File: src/rtl/byte_unstriping.sv
// Re-serializes 4-lane byte groups into a single byte stream, lane 0 first.
// Two-entry group buffer; groups that arrive while it is full are dropped and flagged.
module byte_unstriping #(
  parameter int WIDTH = 8,
  parameter int DEPTH = 2
) (
  input  logic             byteUnstripingCLK,
  input  logic             byteUnstripingRST,
  input  logic [WIDTH-1:0] stripedLane0,
  input  logic [WIDTH-1:0] stripedLane1,
  input  logic [WIDTH-1:0] stripedLane2,
  input  logic [WIDTH-1:0] stripedLane3,
  input  logic             stripedVLD,
  output logic             unstripingRDY,
  output logic [WIDTH-1:0] byteUnstripingOUT,
  output logic             byteUnstripingVLD,
  output logic             unstripingOVF
);

  localparam logic [1:0] FULL = 2'(DEPTH);

  logic [WIDTH-1:0] mem [0:DEPTH-1][0:3];
  logic             wr_ptr;
  logic             rd_ptr;
  logic [1:0]       occ;
  logic [1:0]       sel;
  logic             pop_now;
  logic             push;

  // The last lane of the head group frees its entry at the same edge, so a
  // full buffer can still accept a strobe in that cycle.
  assign pop_now       = (occ != 2'd0) && (sel == 2'd3);
  assign unstripingRDY = (occ < FULL) || pop_now;
  assign push          = stripedVLD && unstripingRDY;

  // Group storage carries no reset; pointers and occupancy qualify it.
  always_ff @(posedge byteUnstripingCLK) begin
    if (push && !byteUnstripingRST) begin
      mem[wr_ptr][0] <= stripedLane0;
      mem[wr_ptr][1] <= stripedLane1;
      mem[wr_ptr][2] <= stripedLane2;
      mem[wr_ptr][3] <= stripedLane3;
    end
  end

  always_ff @(posedge byteUnstripingCLK) begin
    if (byteUnstripingRST) begin
      wr_ptr            <= 1'b0;
      rd_ptr            <= 1'b0;
      occ               <= 2'd0;
      sel               <= 2'd0;
      byteUnstripingOUT <= '0;
      byteUnstripingVLD <= 1'b0;
      unstripingOVF     <= 1'b0;
    end else begin
      if (push) begin
        wr_ptr <= ~wr_ptr;
      end
      if (stripedVLD && !unstripingRDY) begin
        unstripingOVF <= 1'b1;
      end

      case ({push, pop_now})
        2'b10:   occ <= occ + 2'd1;
        2'b01:   occ <= occ - 2'd1;
        default: occ <= occ;
      endcase

      // Serializer reads only entries present before this edge: no bypass.
      if (occ != 2'd0) begin
        byteUnstripingOUT <= mem[rd_ptr][sel];
        byteUnstripingVLD <= 1'b1;
        sel               <= sel + 2'd1;
        if (pop_now) begin
          rd_ptr <= ~rd_ptr;
        end
      end else begin
        byteUnstripingVLD <= 1'b0;
      end
    end
  end

endmodule

File: config.mk
export PLATFORM = sky130hd
export DESIGN_NAME = byte_unstriping
export DESIGN_NICKNAME = d
export VERILOG_FILES = /design/src/rtl/byte_unstriping.sv
export SDC_FILE = /design/constraint.sdc
export NUM_CORES = 1
export LEC_CHECK = 0
export BUFFER_PORTS_ARGS = -buffer_cell sky130_fd_sc_hd__buf_4
export CAP_MARGIN = 20
export CORE_MARGIN = 2
export CORE_UTILIZATION = 60
export DETAILED_ROUTE_END_ITERATION = 6
export HOLD_SLACK_MARGIN = 0.12
export PLACE_DENSITY = 0.83
export SLEW_MARGIN = 20
export SYNTH_ARGS = -nofsm -noshare
export SYNTH_HDL_FRONTEND = slang
export SYNTH_SLANG_ARGS = --single-unit
File: constraint.sdc
create_clock -name byteUnstripingCLK -period 8.4 [get_ports byteUnstripingCLK]
set_input_delay 0.84 -clock byteUnstripingCLK [delete_from_list [all_inputs] [get_ports byteUnstripingCLK]]
set_output_delay 0.84 -clock byteUnstripingCLK [all_outputs]
set_load 0.01 [all_outputs]
==> metrics.md, run 1 <==
| Metric | Value |
|---|---|
| Most used DFF post-synth | `edfxtp_1` |
| Vias in the first global route | `approximately 1.7k` |
| Post-synth EDFFs | `64` |
| Layout fillers | `approximately 310` |
| CTS tree | `built` |
| Dpl ws | `6.21 ns` |
| Total Routing Usage GR | `0.207` |
| Post-synthesis sequential area ratio | `0.743` |
| Iter 0 DRT Violations | `around 150` |
| Die Y | `75.2 um` |
| Worst Tran Pin Value | `0.564 ns` |
| Sum Neg Setup Slack | `0 ns` |
| Vias | `1679` |
| Area taken by multi-input logic gates | `741 um^2` |
| Cell area power density | `approximately 230 mW/mm^2` |
| Max Root-Sink Buffers | `2` |
| P&R area growth vs syn | `19.0%` |
| Post-synthesis xor/xnor area fraction | `0.0144` |
| Crit path max fanout | `15` |
| Final hold slack | `0.474 ns` |
| PostCTS Resize Cnt | `0` |
| Crit. End Element | `primary output` |
| Cell count after synthesis | `181` |
| Slew HR | `0.623` |
| Layout Nets | `270` |
| Worst Slack Setup Final | `6.00 ns` |
| DRC violations left | `0` |
| Final setup viols | `0` |
| GRT overflow | `0` |
| Synth async-reset ratio | `0` |
| Clk_skew | `0.00760 ns` |
| Initial core utilization | `0.632` |
| Die area | `about 0.0057 mm^2` |
| FP Rows | `25` |
| Fraction of synthesized area in multiplexers | `0.110` |
| Library cells used by synthesis | `28` |
| Clock buffer count from CTS | `9` |
| Postcts setup bufs | `0` |
| Status | `complete, no violations` |
| Skew-Pair Late Insertion Delay | `0.34 ns` |
| Clock Tree Root | `clkbuf_8` |
| DR pass1 iterations | `4` |
| Seq. cell area | `about 0.0023 mm^2` |
| Peak VDD IR | `0.144 mV` |
| Leakage power | `0.00125 uW` |
| RSZ-0062 raised after global routing | `no` |
| Tcrit/Tclk final | `0.286` |
| Crit Path Category | `reg2out` |
| DR WL/cell | `17.5 um` |
| Adder-cell share of the synthesized area | `0.00822` |
| FF+latch count, synth | `81` |
| CP arrival | `between 1.5 and 2 ns` |
| Post-Syn Nets | `218` |
| Port Buffers | `45` |
| Initial antenna violation count | `0` |
| Syn Area/Cell | `between 15 and 20 um^2` |
| I/O pin cnt | `46` |
| Clock Pin Slew Worst Setup and Hold Paths | `around 0.080 ns` |
| Mapped Area | `0.00304 mm^2` |
| Post-Synth Simple-Gate Area | `0.0625` |
| Warnings from Yosys | `0` |
| H-tree levels | `3` |
| Max Clock Freq | `between 400 and 500 MHz` |
| First-pass GRT wire length | `a little over 8000 um` |
| Critical Path RT | `between 7 and 8 ns` |
| Type of origin of the critical path | `register` |
| # hold bufs at CTS | `0` |
| Die W | `75.2 um` |
| Hpwl dp | `3640 um` |
| Final min period | `2.40 ns` |
| Largest family of logic cells by synthesized area | `multiplexers` |
| Final WL | `5330 um` |
| Share of cells above drive strength 1 | `0.307` |
| Fin. max-slew vios | `0` |
| Synth Area in Compound Gates | `0.0448` |
| CTS Sinks | `81` |
| GP Congestion | `between 0.8 and 0.9` |
| Max_cap viols | `0` |
| DR vias/cell | `about 5.5` |
| Core Area | `0.00482 mm^2` |
| Antenna-violating nets left | `0` |
| Type of the worst min-delay path | `reg2reg` |
| Largest net degree at the start of global routing | `33` |
| Final Hold Viols | `0` |
| Diode count | `0` |
-- area by class of cell --
| cell class | count | share of cell area |
|---|---|---|
| inverter | 1 | 0.00104 |
| timing repair buffer | 48 | 0.0995 |
| clock inverter | 7 | 0.0131 |
| tap | 67 | 0.0231 |
| multi-input combinational | 92 | 0.204 |
| sequential | 81 | 0.625 |
| clock buffer | 9 | 0.0342 |
-- worst paths after layout --
| check | start | endpoint | slack [ns] | cells after the start |
|---|---|---|---|---|
| setup reg to reg | sel[0] | mem[1][6] | 6.18 | 5 |
| setup / recovery | sel[0] | unstripingRDY | 6.00 | 3 |
| hold / removal | byteUnstripingOUT[1] | byteUnstripingOUT[1] | 0.47 | 2 |
| hold reg to reg | byteUnstripingOUT[1] | byteUnstripingOUT[1] | 0.47 | 2 |
-- cells in the final DEF (no fill, tap or decap), drive strengths merged --
master / instances
edfxtp: 64
buf: 48
mux2i: 20
dfxtp: 17
nor2: 13
nand2: 11
clkbuf: 9
a22oi: 6
mux4: 6
nand2b: 5
clkinv: 5
nand3: 4
a32o: 4
xnor2: 3
a31oi: 3
nor3: 3
o2111ai: 2
xor2: 2
a21oi: 2
ha: 2
clkinvlp: 2
inv: 1
nor3b: 1
or2: 1
nor2b: 1
and2b: 1
o21ai: 1
or3: 1
-- Yosys cell counts, drive strengths merged, types with 3 or more instances --
master | count | area, um^2
a22oi | 6 | 45.0
a31oi | 3 | 18.8
a32o | 4 | 40.0
buf | 5 | 40.0
dfxtp | 17 | 340
edfxtp | 64 | 1920
mux2i | 20 | 200
mux4 | 6 | 135
nand2 | 11 | 41.3
nand2b | 5 | 31.3
nand3 | 4 | 20.0
nor2 | 13 | 48.8
nor3 | 3 | 15.0
xnor2 | 3 | 26.3
-- layer usage --
metal	part of all wire	up-vias	global-route usage
li1	-	798	-
met1	0.42	831	0.253
met2	0.53	40	0.353
met3	0.036	10	0.0482
met4	0.016	0	0.0955
met5	0	-	0
-- logic make-up after synthesis --
logic type	after synthesis
flip-flops	81
adder cells (fa/ha/maj)	2
AND/OR/NAND/NOR	41
buffers and inverters	8
multiplexers	26
XOR/XNOR	5
AO/OA/AOI/OAI	18
-- where the power goes --
part | internal (uW) | switching, uW | leakage, uW
Sequential | 462 | 18.9 | 0.000726
Combinational | 49.5 | 51.0 | 0.000439
Clock | 106 | 136 | 0.0000850
Total | 618 | 206 | 0.00125
-- metrics by stage --
step	std cells	util	total power (uW)	area, um^2
global placement	289	0.716	585	3450
finish	305	0.752	824	3620
CTS	305	0.752	830	3620
detailed placement	289	0.716	592	3450
global route	305	0.752	860	3620
floorplan	181	-	545	3040
-- flip-flops by register name, summed over array words and instances, names as in the netlist, named ones only --
register,cells
rd_ptr,1
byteUnstripingOUT,8
unstripingOVF,1
sel,2
occ,2
wr_ptr,1
byteUnstripingVLD,1
mem,64
-- worst max-delay path: stages, from the launching register on --
cell,delay (ns)
dfxtp_1,0.68
ha_1,0.26
nand2b_1,0.14
buf_4,0.13
Note: power is estimated with default switching activity, not from simulation.
==> inputs of run 2 (changes only) <==
--- a/config.mk
+++ b/config.mk
@@ -5,13 +5,14 @@
 export SDC_FILE = /design/constraint.sdc
 export NUM_CORES = 1
 export LEC_CHECK = 0
+export ABC_AREA = 1
 export BUFFER_PORTS_ARGS = -buffer_cell sky130_fd_sc_hd__buf_4
 export CAP_MARGIN = 20
 export CORE_MARGIN = 2
-export CORE_UTILIZATION = 60
+export CORE_UTILIZATION = 57
 export DETAILED_ROUTE_END_ITERATION = 6
 export HOLD_SLACK_MARGIN = 0.12
-export PLACE_DENSITY = 0.83
+export PLACE_DENSITY = 0.79
 export SLEW_MARGIN = 20
 export SYNTH_ARGS = -nofsm -noshare
 export SYNTH_HDL_FRONTEND = slang
==> constraint.sdc (replaced) <==
create_clock -name byteUnstripingCLK -period 2.3 [get_ports byteUnstripingCLK]
set_input_delay 0.23 -clock byteUnstripingCLK [delete_from_list [all_inputs] [get_ports byteUnstripingCLK]]
set_output_delay 0.23 -clock byteUnstripingCLK [all_outputs]
set_load 0.01 [all_outputs]
==> run 2 against run 1 <==
  * Combinational power grew to 7.1 times the previous value
  * Clock power grew to 4.0 times the previous value
  * Critical endpoint is now occ[1]
  * Cell count is 60% higher
  * Hold slack worse by 0.30 ns
  * Sequential share of layout area is 9.7 points lower
==> metrics.md, run 2 <==
| Metric | Value |
|---|---|
| Clock Tree Root | `clkbuf_8 (unchanged)` |
| Most common cell after layout, fill and taps aside | `nand2_1 (was edfxtp_1)` |
| Status | `complete, no violations (unchanged)` |
| Warnings from Yosys | `0 (unchanged)` |
| Synth async-reset ratio | `0 (unchanged)` |
| Share of cells above drive strength 1 | `0.194 (was 0.307)` |
| Sw Share | `0.282 (was 0.250)` |
| CP peak stage delay | `0.35 ns (was 0.68 ns)` |
| Die W | `80.9 um (was 75.2 um)` |
| Power share of the sequential group | `0.512 (was 0.584)` |
| Initial antenna violation count | `0 (unchanged)` |
| Critical path cell sequence | `ha_1 > o21ai_2 > nand2_1 > nand2_2 > ha_1 > nor2_1 > nand2_1 > o21ai_0 > a21oi_1 (was ha_1 > nand2b_1 > buf_4)` |
| Type of the worst min-delay path | `in2reg (was reg2reg)` |
| Layout fillers | `415 (was 308)` |
| Number of flip-flops under the largest register name | `64 (unchanged)` |
| Cell area power density | `806 mW/mm^2 (was 227 mW/mm^2)` |
| Type of origin of the critical path | `register (unchanged)` |
| Post-Syn Nets | `361 (was 218)` |
| Synth area leader | `edfxtp_1 (unchanged)` |
| Clock Pin Slew Worst Setup and Hold Paths | `0.07 ns (was 0.08 ns)` |
| Slew HR | `0.586 (was 0.623)` |
| DR pass1 iterations | `4 (unchanged)` |
| Fin. max-slew vios | `0 (unchanged)` |
| Diode count | `0 (unchanged)` |
| Hold Path Sink | `unstripingOVF (was byteUnstripingOUT[1])` |
| Die area | `0.00655 mm^2 (was 0.00566 mm^2)` |
| DR vias/cell | `5.04 (was 5.50)` |
| Hold Path Origin | `stripedVLD (was byteUnstripingOUT[1])` |
| Leakage power | `0.00191 uW (was 0.00125 uW)` |
| Postcts setup bufs | `0 (unchanged)` |
| Die Y | `80.9 um (was 75.2 um)` |
| Reg2reg path depth | `9 (was 5)` |
| Tcrit/Tclk final | `0.718` |
| Port Buffers | `45 (unchanged)` |
| Mapped Area | `0.00337 mm^2 (was 0.00304 mm^2)` |
| Clk_skew | `0.00810 ns (was 0.00760 ns)` |
| Hpwl dp | `4070 um (was 3640 um)` |
| Vias | `2459 (was 1679)` |
| Final min period | `1.65 ns` |
| Layout Nets | `445 (was 270)` |
| Final WL | `6960 um (was 5330 um)` |
| DRC violations left | `0 (unchanged)` |
| Largest cells by area after synthesis | `edfxtp_1 57%, nand2_1 10%, dfxtp_1 10% (was edfxtp_1 63%, dfxtp_1 11%, mux2i_1 6.6%)` |
| Part of the power in the clock network | `0.279 (was 0.294)` |
| First-pass GRT wire length | `11000 um (was 8190 um)` |
| Cell Int Power | `2480 uW (was 618 uW)` |
| Post-synth top area share | `0.570 (was 0.631)` |
| P&R area growth vs syn | `27.1% (was 19.0%)` |
| Initial core utilization | `0.580 (was 0.632)` |
| Vias in the first global route | `2393 (was 1704)` |
| M2 GR Usage | `0.390 (was 0.353)` |
| Cell count after synthesis | `324 (was 181)` |
| Largest net degree at the start of global routing | `33 (unchanged)` |
| I/O pin cnt | `46 (unchanged)` |
| GRT met1 Usage | `0.280 (was 0.253)` |
| Crit path max fanout | `5 (was 15)` |
| Crit Path Category | `reg2reg (was reg2out)` |
| Critical Path RT | `2.54 ns (was 7.56 ns)` |
| H-tree levels | `3 (unchanged)` |
| Total Routing Usage GR | `0.232 (was 0.207)` |
| Final setup viols | `0 (unchanged)` |
| Clock buffer count from CTS | `9 (unchanged)` |
| Seq. cell area | `0.00226 mm^2 (unchanged)` |
| Worst Tran Pin Value | `0.620 ns (was 0.564 ns)` |
| Worst Hold Path Cells | `3 (was 2)` |
| Comb power frac | `0.208 (was 0.122)` |
| CP arrival | `1.89 ns (was 1.56 ns)` |
| P_sw | `974 uW (was 206 uW)` |
| Max_cap viols | `0 (unchanged)` |
| Busiest layer in global routing | `met2 (unchanged)` |
| Library cells used by synthesis | `22 (was 28)` |
| Max Clock Freq | `roughly 610 MHz` |
| Post-synthesis sequential area ratio | `0.671 (was 0.743)` |
| Reg2reg start | `sel[1] (was sel[0])` |
| Area taken by multi-input logic gates | `795 um^2 (was 741 um^2)` |
| Crit. End Element | `register (was primary output)` |
| Post-synth EDFFs | `64 (unchanged)` |
| Sum Neg Setup Slack | `0 ns (unchanged)` |
| Peak VDD IR | `0.506 mV (was 0.144 mV)` |
| Iter 0 DRT Violations | `198 (was 145)` |
| GP Congestion | `0.873 (was 0.887)` |
| Worst path slowest cell | `dfxtp_1 (unchanged)` |
| Synth cell count leaders | `94 x nand2_1, 64 x edfxtp_1, 54 x inv_1, 52 x nand3_1, 17 x dfxtp_1 (was 64 x edfxtp_1, 20 x mux2i_1, 17 x dfxtp_1, 13 x nor2_1, 11 x nand2_1)` |
| DR WL/cell | `14.3 um (was 17.5 um)` |
| Most used DFF post-synth | `edfxtp_1 (unchanged)` |
| Most frequent cells in the layout | `94 x nand2_1, 64 x edfxtp_1, 54 x inv_1, 52 x nand3_1, 51 x buf_4 (was 64 x edfxtp_1, 48 x buf_4, 20 x mux2i_1, 17 x dfxtp_1, 13 x nor2_1)` |
| Reg2reg setup slack | `0.65 ns (was 6.18 ns)` |
| RSZ-0062 raised after global routing | `no (unchanged)` |
| FF+latch count, synth | `81 (unchanged)` |
| Largest registers | `mem (64), byteUnstripingOUT (8) (unchanged)` |
| FP Rows | `28 (was 25)` |
| Count leader, synth | `nand2_1 (was edfxtp_1)` |
| Post-route cell area | `0.00429 mm^2 (was 0.00362 mm^2)` |
| RR Endpoint | `occ[1] (was mem[1][6])` |
| Syn Area/Cell | `10.4 um^2 (was 16.8 um^2)` |
| Skew-Pair Late Insertion Delay | `0.35 ns (was 0.34 ns)` |
| CTS tree | `built (unchanged)` |
| Final Hold Viols | `0 (unchanged)` |
| GRT overflow | `0 (unchanged)` |
| CTS Sinks | `81 (unchanged)` |
| Biggest register | `mem (unchanged)` |
| Core Area | `0.00582 mm^2 (was 0.00482 mm^2)` |
| Met3 Use GR | `0.0422 (was 0.0482)` |
| Area after DPL | `0.00377 mm^2 (was 0.00345 mm^2)` |
| Max Root-Sink Buffers | `2 (unchanged)` |
| Antenna-violating nets left | `0 (unchanged)` |
run 2: cell count changes after synthesis, sizes merged, moves of 4 or more:
| cell | before | now |
|---|---|---|
| nand2 | 11 | 101 |
| inv | 1 | 56 |
| nand3 | 4 | 52 |
| mux2i | 20 | 0 |
| buf | 5 | 12 |
| a22oi | 6 | 0 |
| mux4 | 6 | 0 |
| nor2 | 13 | 7 |
| nand2b | 5 | 0 |
| a32o | 4 | 0 |
| o21ai | 1 | 5 |
run 2: worst max path at each step:
stage | from | endpoint | slack [ns] | depth (start not counted)
finish | sel[1] | occ[1] | 0.65 | 9
CTS | sel[1] | occ[1] | 0.65 | 9
global placement | sel[0] | occ[1] | 0.75 | 9
detailed placement | sel[1] | occ[1] | 0.66 | 9
floorplan | sel[0] | mem[0][0] | 0.24 | 5
global route | sel[0] | occ[1] | 0.47 | 9
run 2: cell families after synthesis:
logic type	after synthesis	share of synthesized area
compound gates	10	0.0159
simple gates	161	0.205
fa+ha+maj	2	0.00742
buf+inv	69	0.0979
flops	81	0.671
xor+xnor	1	0.00260
run 2: what timing repair did:
item | 4_1_cts | 5_1_grt
endpoints found under the setup margin | 0 | 0
gates resized for setup | 0 | 0
hold buffers | 33 | 0
endpoints found under the hold margin | 66 | 0
run 2: final cells by class:
class                           count  area share
Multi-Input combinational cell    174       0.185
Tap cell                           75      0.0219
Timing Repair Buffer               85       0.171
Clock inverter                      2     0.00292
Inverter                           57      0.0511
Clock buffer                       14      0.0403
Sequential cell                    81       0.528
run 2: critical path: cells and delay by family, from the launching register on:
family	cells	cell delay [ns]
adder cells (fa/ha/maj)	2	0.53
AND/OR/NAND/NOR	4	0.40
flip-flops	1	0.35
AO/OA/AOI/OAI	3	0.26
run 2: metrics by stage:
step | cells | power [uW] | setup WS, ns | hold WS, ns | util
after floorplan | 324 | 2240 | 0.243 | 0.299 | -
after global placement | 439 | 2450 | 0.746 | 0.415 | 0.649
after detailed placement | 439 | 2470 | 0.655 | 0.417 | 0.649
after CTS | 488 | 3460 | 0.646 | 0.159 | 0.737
after global routing | 488 | 3630 | 0.469 | 0.190 | 0.737
final | 488 | 3460 | 0.648 | 0.176 | 0.737
run 2: power by group through the flow:
stage / clock network [uW] / logic, uW / registers, uW
after global placement: 0 / 651 / 1800
after global routing: 1040 / 806 / 1780
after floorplan: 0 / 434 / 1810
after detailed placement: 0 / 665 / 1800
after CTS: 972 / 715 / 1770
final: 965 / 721 / 1770
run 2: metal layers:
metal | routed length (um) | vias to the layer above
met4 | 194 | 0
met2 | 3530 | 99
met1 | 2760 | 1135
li1 | - | 1207
met3 | 475 | 18
met5 | 0 | -
==> inputs of run 3 (changes only) <==
--- a/config.mk
+++ b/config.mk
@@ -9,10 +9,10 @@
 export BUFFER_PORTS_ARGS = -buffer_cell sky130_fd_sc_hd__buf_4
 export CAP_MARGIN = 20
 export CORE_MARGIN = 2
-export CORE_UTILIZATION = 57
+export CORE_UTILIZATION = 51
 export DETAILED_ROUTE_END_ITERATION = 6
 export HOLD_SLACK_MARGIN = 0.12
-export PLACE_DENSITY = 0.79
+export PLACE_DENSITY = 0.75
 export SLEW_MARGIN = 20
 export SYNTH_ARGS = -nofsm -noshare
 export SYNTH_HDL_FRONTEND = slang
==> constraint.sdc (replaced) <==
create_clock -name byteUnstripingCLK -period 1.4 [get_ports byteUnstripingCLK]
set_input_delay 0.14 -clock byteUnstripingCLK [delete_from_list [all_inputs] [get_ports byteUnstripingCLK]]
set_output_delay 0.14 -clock byteUnstripingCLK [all_outputs]
set_load 0.01 [all_outputs]
==> run 3 against run 2 <==
  * Largest cell class unchanged
  * The run now ends with negative setup slack left
  * Sequential power increased by 64%
  * Setup slack got worse by 0.77 ns
  * Global-route usage decreased by 0.39 points
==> metrics.md, run 3 (synthesis results as in run 2) <==
| Metric | Value |
|---|---|
| Initial antenna violation count | `0 (unchanged)` |
| Diode count | `0 (unchanged)` |
| Hpwl dp | `4520 um (was 4070 um)` |
| Crit. End Element | `register (unchanged)` |
| GP Congestion | `0.760 (was 0.873)` |
| Largest net degree at the start of global routing | `33 (unchanged)` |
| Total Routing Usage GR | `0.228 (was 0.232)` |
| Max_cap viols | `0 (unchanged)` |
| DR vias/cell | `4.96 (was 5.04)` |
| Final WL | `7790 um (was 6960 um)` |
| Clock buffer count from CTS | `9 (unchanged)` |
| Crit Path Category | `reg2reg (unchanged)` |
| RSZ-0062 raised after global routing | `yes (was no)` |
| Die area | `0.00728 mm^2 (was 0.00655 mm^2)` |
| Type of the worst min-delay path | `reg2reg (was in2reg)` |
| I/O pin cnt | `46 (unchanged)` |
| Skew-Pair Late Insertion Delay | `0.36 ns (was 0.35 ns)` |
| Die Y | `85.3 um (was 80.9 um)` |
| Die W | `85.3 um (was 80.9 um)` |
| Cell area power density | `1300 mW/mm^2 (was 806 mW/mm^2)` |
| P_sw | `1790 uW (was 974 uW)` |
| Max Clock Freq | `659 MHz (was 605 MHz)` |
| Comb power frac | `0.235 (was 0.208)` |
| Antenna-violating nets left | `0 (unchanged)` |
| Iter 0 DRT Violations | `172 (was 198)` |
| Worst Tran Pin Value | `0.315 ns (was 0.620 ns)` |
| Max Root-Sink Buffers | `2 (unchanged)` |
| Worst path slowest cell | `dfxtp_2 (was dfxtp_1)` |
| Final Hold Viols | `0 (unchanged)` |
| Clock Pin Slew Worst Setup and Hold Paths | `0.09 ns (was 0.07 ns)` |
| Critical path cell sequence | `ha_4 > o21ai_4 > nand2_2 > nand2_4 > nor3_4 > buf_6 > clkbuf_16 (was ha_1 > o21ai_2 > nand2_1 > nand2_2 > ha_1 > nor2_1 > nand2_1 > o21ai_0 > a21oi_1)` |
| Vias in the first global route | `2468 (was 2393)` |
| DRC violations left | `0 (unchanged)` |
| First-pass GRT wire length | `12300 um (was 11000 um)` |
| Post-route cell area | `0.00463 mm^2 (was 0.00429 mm^2)` |
| Most common cell after layout, fill and taps aside | `nand2_1 (unchanged)` |
| Initial core utilization | `0.528 (was 0.580)` |
| Layout fillers | `436 (was 415)` |
| DR WL/cell | `15.2 um (was 14.3 um)` |
| Worst Slack Setup Final | `-0.118 ns (was 0.648 ns)` |
| CTS Sinks | `81 (unchanged)` |
| Sw Share | `0.296 (was 0.282)` |
| Number of flip-flops under the largest register name | `64 (unchanged)` |
| Clk_skew | `0.0106 ns (was 0.00810 ns)` |
| Vias | `2535 (was 2459)` |
| Final setup viols | `56 (was 0)` |
| Most frequent cells in the layout | `93 x nand2_1, 64 x edfxtp_1, 60 x buf_4, 53 x inv_1, 52 x nand3_1 (was 94 x nand2_1, 64 x edfxtp_1, 54 x inv_1, 52 x nand3_1, 51 x buf_4)` |
| Final min period | `1.52 ns (was 1.65 ns)` |
| Slew HR | `0.790 (was 0.586)` |
| Clock Tree Root | `clkbuf_8 (unchanged)` |
| H-tree levels | `3 (unchanged)` |
| Share of cells above drive strength 1 | `0.256 (was 0.194)` |
| Tcrit/Tclk final | `1.08 (was 0.718)` |
| Core Area | `0.00639 mm^2 (was 0.00582 mm^2)` |
| GRT overflow | `0 (unchanged)` |
| CTS tree | `built (unchanged)` |
| Type of origin of the critical path | `register (unchanged)` |
| Port Buffers | `45 (unchanged)` |
| Power share of the sequential group | `0.481 (was 0.512)` |
| P&R area growth vs syn | `37.2% (was 27.1%)` |
| Area after DPL | `0.00393 mm^2 (was 0.00377 mm^2)` |
| DR pass1 iterations | `5 (was 4)` |
| Critical Path RT | `1.48 ns (was 2.54 ns)` |
| FP Rows | `29 (was 28)` |
| Status | `finished, violations left (was complete, no violations)` |
| Dpl ws | `-0.115 ns (was 0.655 ns)` |
| Crit path max fanout | `5 (unchanged)` |
| Peak VDD IR | `0.967 mV (was 0.506 mV)` |
| Leakage power | `0.00205 uW (was 0.00191 uW)` |
| Overall power | `6040 uW (was 3460 uW)` |
| CP peak stage delay | `0.36 ns (was 0.35 ns)` |
| Largest registers | `mem (64), byteUnstripingOUT (8) (unchanged)` |
| Failing checks | `negative setup slack` |
| Final hold slack | `0.453 ns (was 0.176 ns)` |
| Cell Int Power | `4250 uW (was 2480 uW)` |
| Layout Nets | `466 (was 445)` |
| Biggest register | `mem (unchanged)` |
| CP arrival | `1.60 ns (was 1.89 ns)` |
| Fin. max-slew vios | `0 (unchanged)` |
| Part of the power in the clock network | `0.284 (was 0.279)` |
run 3: cell count changes in the layout (fill, tap and decap cells not counted), sizes merged:
cell,change
buf,+18
clkbuf,-3
clkinv,+3
bufinv,+1
dlygate4sd3,+1
inv,+1
run 3: stage by stage:
stage | util | cells | TNS [ns]
2_1_floorplan | - | 324 | -24.62
3_3_place_gp | 0.615 | 453 | -1.25
3_5_place_dp | 0.615 | 453 | -3.89
4_1_cts | 0.711 | 508 | -2.84
5_1_grt | 0.725 | 511 | -9.20
6_report | 0.725 | 511 | -4.88
run 3: final timing paths:
check	start	end	slack, ns	depth (start not counted)
max reg2reg	sel[1]	mem[1][1]	-0.12	7
min	unstripingOVF	unstripingOVF	0.45	2
min reg2reg	unstripingOVF	unstripingOVF	0.45	2
max	sel[1]	mem[1][1]	-0.12	7
run 3: metal layers:
layer  GRT usage  vias up  routed length (um)
met2       0.388      100                3990
met5           0        -                   0
met1       0.290     1170                3150
met4      0.0693        0                 137
li1            -     1251                   -
met3      0.0554       14                 507
run 3: worst max-delay path, delay by kind of cell (launching register included):
family | cells | cell delay, ns
DFF | 1 | 0.36
buffers and inverters | 2 | 0.35
and+or+nand+nor | 3 | 0.34
adders and majority gates | 1 | 0.14
AOI/OAI and AO/OA | 1 | 0.05
run 3: layout make-up:
| class | count | area (um^2) | share of cell area |
|---|---|---|---|
| clock buffer | 9 | 124 | 0.0268 |
| clock inverter | 7 | 70.1 | 0.0151 |
| inverter | 57 | 219 | 0.0473 |
| multi-input combinational | 174 | 850 | 0.184 |
| sequential | 81 | 2270 | 0.489 |
| tap | 77 | 96.3 | 0.0208 |
| timing repair buffer | 106 | 1000 | 0.217 |
run 3: what timing repair did:
item | in CTS | in global routing
hold buffers | 34 | 0
setup buffers | 3 | 2
endpoints found under the setup margin | 67 | 71
cloned | 2 | 2
pin swaps | 1 | 3
endpoints found under the hold margin | 66 | 0
gates resized for setup | 8 | 8
run 3: power by group through the flow:
stage	combinational, uW	sequential [uW]	clock, uW
6_report	1420	2910	1720
5_1_grt	1550	2930	1840
4_1_cts	1340	2900	1730
3_5_place_dp	1230	2960	0
3_3_place_gp	1210	2950	0
2_1_floorplan	725	2980	0
